File: config.mk
export PLATFORM = sky130hd
export DESIGN_NAME = gate_bist
export DESIGN_NICKNAME = d
export VERILOG_FILES = /design/src/rtl/gate_bist.sv
export SDC_FILE = /design/constraint.sdc
export NUM_CORES = 1
export LEC_CHECK = 0
export CORE_MARGIN = 2
export CORE_UTILIZATION = 49
export CTS_BUF_LIST = sky130_fd_sc_hd__clkbuf_8
export CTS_CLUSTER_SIZE = 24
export DETAILED_ROUTE_END_ITERATION = 16
export GPL_ROUTABILITY_DRIVEN = 0
export PLACE_DENSITY = 0.77
export SYNTH_ARGS = -nofsm -noshare
export SYNTH_HDL_FRONTEND = slang
export SYNTH_SLANG_ARGS = --single-unit
File: constraint.sdc
create_clock -name clk -period 1.65 [get_ports clk]
set_clock_uncertainty 0.15 [all_clocks]
set_input_delay 0.33 -clock clk [delete_from_list [all_inputs] [get_ports clk]]
set_output_delay 0.33 -clock clk [all_outputs]
set_load 0.005 [all_outputs]
File: src/rtl/gate_bist.sv
// gate_bist: self-test engine for one two-input gate under test (GUT).
//
// The engine drives the GUT inputs through the patterns {A,B} = 00, 01, 10, 11.
// Each pattern is held for a settle window. The GUT output is then sampled and
// compared against the TRUTH table, whose bit index is {A,B}. Mismatching
// patterns are recorded. At the end of the sweep the engine pulses done and
// reports pass.
//
// Parameters:
//   TRUTH  - expected GUT output for each pattern (default OR = 4'b1110)
//   SETTLE - number of cycles a pattern is held before sampling (1..15)
//
// Ports:
//   clk       in   rising-edge clock
//   rst_n     in   asynchronous active-low reset
//   start     in   one-cycle sweep request; ignored unless idle
//   a_out     out  drive to GUT input A
//   b_out     out  drive to GUT input B
//   z_in      in   GUT output
//   busy      out  high while a sweep is in progress
//   done      out  one-cycle pulse when a sweep completes
//   pass      out  last completed sweep had zero mismatches (held until next start)
//   err_count out  number of mismatching patterns (0..4)
//   fail_vec  out  bit p set if pattern p mismatched
//   state_dbg out  current FSM state (IDLE=0, HOLD=1, SAMPLE=2, FIN=3)
//
// Optional build macro:
//   GATE_BIST_SYNC_EN - z_in passes through a 2-flop synchronizer (reset to 0)
//                       before comparison. HOLD is stretched to SETTLE+2 cycles,
//                       so the synchronized sample belongs to the current pattern.
//
// Handshake: start is a level that is sampled at each rising edge. It is
// accepted only in IDLE, and busy rises in the cycle after acceptance. done is
// a single-cycle pulse that is issued one cycle after busy falls. A start that
// is held high is accepted again in the cycle after done.

module gate_bist #(
  parameter logic [3:0] TRUTH  = 4'b1110,
  parameter int         SETTLE = 2
) (
  input  logic       clk,
  input  logic       rst_n,
  input  logic       start,
  output logic       a_out,
  output logic       b_out,
  input  logic       z_in,
  output logic       busy,
  output logic       done,
  output logic       pass,
  output logic [2:0] err_count,
  output logic [3:0] fail_vec,
  output logic [1:0] state_dbg
);

  typedef enum logic [1:0] {
    IDLE   = 2'd0,
    HOLD   = 2'd1,
    SAMPLE = 2'd2,
    FIN    = 2'd3
  } state_t;

`ifdef GATE_BIST_SYNC_EN
  // Two extra hold cycles cover the synchronizer delay.
  localparam int HOLD_LEN = SETTLE + 2;
`else
  localparam int HOLD_LEN = SETTLE;
`endif
  localparam logic [4:0] HOLD_LAST = 5'(HOLD_LEN - 1);

  state_t     state;
  logic [1:0] pattern;
  logic [4:0] cnt;
  logic       z_cmp;

`ifdef GATE_BIST_SYNC_EN
  logic z_s1, z_s2;

  always_ff @(posedge clk or negedge rst_n) begin
    if (!rst_n) begin
      z_s1 <= 1'b0;
      z_s2 <= 1'b0;
    end else begin
      z_s1 <= z_in;
      z_s2 <= z_s1;
    end
  end

  assign z_cmp = z_s2;
`else
  assign z_cmp = z_in;
`endif

  assign state_dbg = state;

  always_ff @(posedge clk or negedge rst_n) begin
    if (!rst_n) begin
      state     <= IDLE;
      pattern   <= 2'd0;
      cnt       <= 5'd0;
      a_out     <= 1'b0;
      b_out     <= 1'b0;
      busy      <= 1'b0;
      done      <= 1'b0;
      pass      <= 1'b0;
      err_count <= 3'd0;
      fail_vec  <= 4'd0;
    end else begin
      // done is a pulse, so it is cleared every cycle unless FIN raises it.
      done <= 1'b0;
      case (state)
        IDLE: begin
          a_out <= 1'b0;
          b_out <= 1'b0;
          busy  <= 1'b0;
          if (start) begin
            err_count <= 3'd0;
            fail_vec  <= 4'd0;
            pass      <= 1'b0;
            pattern   <= 2'd0;
            cnt       <= 5'd0;
            busy      <= 1'b1;
            state     <= HOLD;
          end
        end

        HOLD: begin
          a_out <= pattern[1];
          b_out <= pattern[0];
          if (cnt == HOLD_LAST) begin
            cnt   <= 5'd0;
            state <= SAMPLE;
          end else begin
            cnt <= cnt + 5'd1;
          end
        end

        SAMPLE: begin
          if (z_cmp != TRUTH[pattern]) begin
            err_count         <= err_count + 3'd1;
            fail_vec[pattern] <= 1'b1;
          end
          if (pattern == 2'd3) begin
            // The sweep ends here. busy drops and the drives return to 00
            // before the FIN cycle.
            busy  <= 1'b0;
            a_out <= 1'b0;
            b_out <= 1'b0;
            state <= FIN;
          end else begin
            // The next pattern is driven from the following cycle onward.
            pattern <= pattern + 2'd1;
            a_out   <= pattern_next_a(pattern);
            b_out   <= pattern_next_b(pattern);
            cnt     <= 5'd0;
            state   <= HOLD;
          end
        end

        FIN: begin
          done  <= 1'b1;
          pass  <= (err_count == 3'd0);
          busy  <= 1'b0;
          a_out <= 1'b0;
          b_out <= 1'b0;
          state <= IDLE;
        end

        default: state <= IDLE;
      endcase
    end
  end

  function automatic logic pattern_next_a(input logic [1:0] p);
    logic [1:0] n;
    n = p + 2'd1;
    return n[1];
  endfunction

  function automatic logic pattern_next_b(input logic [1:0] p);
    logic [1:0] n;
    n = p + 2'd1;
    return n[0];
  endfunction

endmodule

# Yosys cells after proc, flatten, opt, wreduce, memory -nomap -nowiden
# Index checks and enable logic that the tools add are counted.
# op_classes
addsub,3
order_cmp,2
eq_ne,11
n_mux,31
bitwise_logic,1
reduce_logical,14
# ops
cell,n
$mux 5,3
$pmux 5 s3,1
$mux 2,5
$ne 2x2->1 const B,5
$pmux 1 s3,3
$reduce_and 3->1,3
$mux 1,8
$mux 4,2
$pmux 2 s4,1
$pmux 4 s2,1
$eq 2x2->1 const B,3
$mux 3,2
$pmux 3 s2,1
$reduce_and 2->1,3
$reduce_bool 3->1,2
$add 5x1->5 const B,1
$eq 5x1->1 const B,1
$or 4x4->4,1
$pmux 2 s2,1
$reduce_bool 2->1,2
$add 3x1->3 const B,1
$logic_not 3->1,1
$lt 2x3->1 const B,1
$add 2x1->2 const B,1
9 further kinds,9
# totals
ff_bits,21
inputBits,4
out_inout_bits,14
wordCells,72

# Logic depth before layout (Yosys ltp)
# depth
depth_word,7
depth_mapped,5
depth_no_buf,5

# Worst setup path after synthesis
# OpenSTA, ideal clock, no wires.
# synth_path
kind,reg2reg
from,register pattern[0]
to,register err_count[2]
setup_time_ns,0.124
t_arrival_ns,1.316
t_required_ns,1.376
path_slack_ns,0.060
stages_incl_launch_ff,6
path_buffers,0
period_less_slack_ns,1.590
cell_sequence,dfrtp_1 inv_1 ha_1 xnor2_1 a21oi_1 a211o_1
# synth_between
elab_chain_cells,5
# synth_lines
element,line,source
start: declaration,71,logic [1:0] pattern;
start signal: assignment,151,pattern <= pattern + 2'd1;
$bmux 1 s2,138,if (z_cmp != TRUTH[pattern]) begin
$mux 1 (not written as such),138,
$ne 1x1->1,138,
$ne 2x2->1 (no line),n/a,
$reduce_and 3->1 (no line),n/a,
end signal: assignment,139,err_count <= err_count + 3'd1;
end: declaration,50,"output logic [2:0] err_count,"
# No other way between the ends. The select of a mux whose other input is x is not followed.
# A chain may end at the register's enable or synchronous reset.

# Final worst setup path
# layout_path
from,register cnt[1]
to,register cnt[3]
# layout_between
elab_chain_cells,3
elab_cells_between_ends,4
cone_classes,add/sub (1); eq/ne (1); mux (2)
# layout_lines
element,line,source
start: declaration,72,logic [4:0] cnt;
start signal: assignment,133,cnt <= cnt + 5'd1;
$add 5x1->5 / $eq 5x1->1 (equally long branches),"133, 129",
$mux 5 (*),129,if (cnt == HOLD_LAST) begin
$pmux 5 s3 (*),110,case (state)
# Every way passes the cells marked *; elsewhere a longest branch is shown, timed or not.

==> results_dict.tcl <==
set metrics [dict create \
    syn_to_final_growth_pct 35.6 \
    p_per_area_nw_per_um2 1560 \
    critPathArrivalTime_ns 1.60 \
    dieArea_sq_um 2700 \
    cts_root_buffer "clkbuf_8" \
    routed_wl_mm 2.51 \
    end_kind "register" \
    hold_path.class "in -> async" \
    crit_path_max_fanout 5 \
    drc_errors 0 \
    cts_tree "built" \
    wl_per_cell_um 14.3 \
    final_common_cell "dfrtp_1" \
    finalSetupViolations 0 \
    routed-via-count 957 \
    relSlewSlack_pct 67.4 \
    synth_cells 113 \
    start_kind "register" \
    crit_required_ns 1.63 \
    clk_pin_slew_ns 0.07 \
    synth_area_leaders "dfrtp_1, ha_1, o21ai_0" \
    synth.avg_cell_area_sq_um 9.97 \
    synth_cell_type_count 35 \
    p_leak_nw 0.753 \
    antenna_found_initial 0 \
    grt_first_pass_wirelength_mm 4.22 \
    synth.largest_area_cell "dfrtp_1" \
    first_pass_iters 4 \
    hold_viol 0 \
    antennaDiodeCount 0 \
    clkSinkCount 21 \
    grt_max_degree 22 \
    crit_type "reg -> reg" \
    min_period_ns 1.62 \
    drv_slew 0 \
    grt_pass1_vias 911 \
    fmaxAchievable_mhz 617 \
    finalNetCount 161 \
    synth_top_area_share_pct 46.7 \
    min_period_over_period_pct 98.3 \
    rsz0062_at_grt "true" \
    grt_usage_pct 21.6 \
    start_util_pct 51.4 \
    cts_made_buffers 3 \
    netlist_area_sq_um 1130 \
    portBuffers 17 \
    clock_path_buffers 2 \
    avgViaCountPerCell 5.47 \
    synthArstFlopShare_pct 100 \
    ir_worst_vdd_mv 0.897 \
    drtIter0Drc 12 \
    maxCapViolCount 0 \
    ys_seq_area_share_pct 46.7 \
    synth_nets 126 \
    layout_common_cells "dfrtp_1, buf_4, o21ai_0, clkdlybuf4s50_1, nand2_1" \
    rows 17 \
    grt_overflow_total 0 \
    ctsHoldBuffers 0 \
    ios 18 \
    clock_latency_ns 0.26 \
    core_sq_um 2190 \
    fillers 163 \
    drtAntennaViolNets 0 \
    whs_ns 0.267 \
    ys_ff_latch 21 \
    rr_worst_depth 5 \
    final_layout_size_suffix_gt1_share_pct 21.1 \
    hpwl_mm 1.79 \
    final_util_pct 69.7 \
    die_x_um 51.9 \
    synth_edf_count 0 \
    die_height_um 51.9 \
    yosys_warnings 0 \
    cts_max_level 1 \
    worst_slew_pin_slew_ns 0.488 \
    outcome "complete, no violations" \
    synth_ff_type "dfrtp_1" \
]
[final cells by class]
cell class	count	area (sq um)	share of cell area, %
multi-input combinational	80	579	38.0
sequential	21	528	34.6
timing repair buffer	35	313	20.5
clock buffer	3	41.3	2.70
tap	28	35.0	2.30
inverter	7	26.3	1.72
clock inverter	1	3.75	0.246
[metrics by stage]
step | instances | power, mW | setup slack [ns] | area (sq um) | setup TNS (ns)
3_3_place_gp | 164 | 1.85 | -0.0224 | 1390 | -0.0365
3_5_place_dp | 164 | 1.90 | -0.0677 | 1390 | -0.285
2_1_floorplan | 113 | 1.40 | 0.0603 | 1130 | 0
4_1_cts | 173 | 2.31 | 0.0260 | 1480 | 0
5_1_grt | 175 | 2.58 | -0.0348 | 1530 | -0.0860
6_report | 175 | 2.39 | 0.0286 | 1530 | 0
[flip-flops by register name, indices dropped and copies added, names as in the netlist]
register,cells
busy,1
a_out,1
b_out,1
cnt,5
fail_vec,4
err_count,3
state_dbg,2
done,1
pattern,2
pass,1
[worst max-delay path: stages (launching register included)]
cell      delay, ns
dfrtp_1        0.39
inv_1          0.08
ha_1           0.15
or4b_4         0.51
nand4_2        0.12
o311ai_2       0.10
[worst paths after layout]
path | end | slack (ns) | start
hold / removal | cnt[4] | 0.27 | rst_n
hold reg to reg | cnt[4] | 0.34 | cnt[4]
min in group clk | cnt[4] | 0.34 | cnt[4]
setup / recovery | cnt[3] | 0.03 | cnt[1]
max in group asynchronous | state_dbg[1] | 0.85 | rst_n
setup reg to reg | cnt[3] | 0.03 | cnt[1]
[report_power, final]
part	total [mW]	switching, mW	internal (mW)
combinational	1.30	0.644	0.654
sequential	0.763	0.102	0.661
clock	0.327	0.161	0.166
total	2.39	0.907	1.48
[per-layer routing]
layer  track usage (%)  routed length (um)  up-vias  share of wire [%]
met4              6.58                  22        0               0.88
met5                 0                   0        -                  0
li1                  -                   -      472                  -
met2              34.0                1220       18                 49
met1              29.9                1180      463                 47
met3              4.60                  84        4                3.4
[logic make-up after synthesis]
group / Yosys count / synth area share (%)
buffers and inverters: 12 / 4.44
and+or+nand+nor: 35 / 17.6
adders and majority gates: 9 / 10.0
xor gates and xnor gates: 1 / 0.778
AOI/OAI and AO/OA: 35 / 20.6
DFF: 21 / 46.7
[synth_stat cells (all sizes together) (2+ instances only)]
library cell,n
ha,9
nand3,3
a21oi,3
buf,4
nand2b,4
a22o,3
nor3,2
and3,2
nand3b,2
nor2,3
o21ai,14
nor3b,2
a21o,2
inv,7
dfrtp,21
nand2,13
o22ai,3
[what timing repair did]
| item | in CTS | in global routing |
|---|---|---|
| pin swaps | 0 | 1 |
| setup buffers | 5 | 2 |
| cloned | 0 | 0 |
| setup endpoints to repair | 11 | 16 |
| gates resized for setup | 3 | 6 |
No activity file was read; power rests on OpenSTA's default activity.
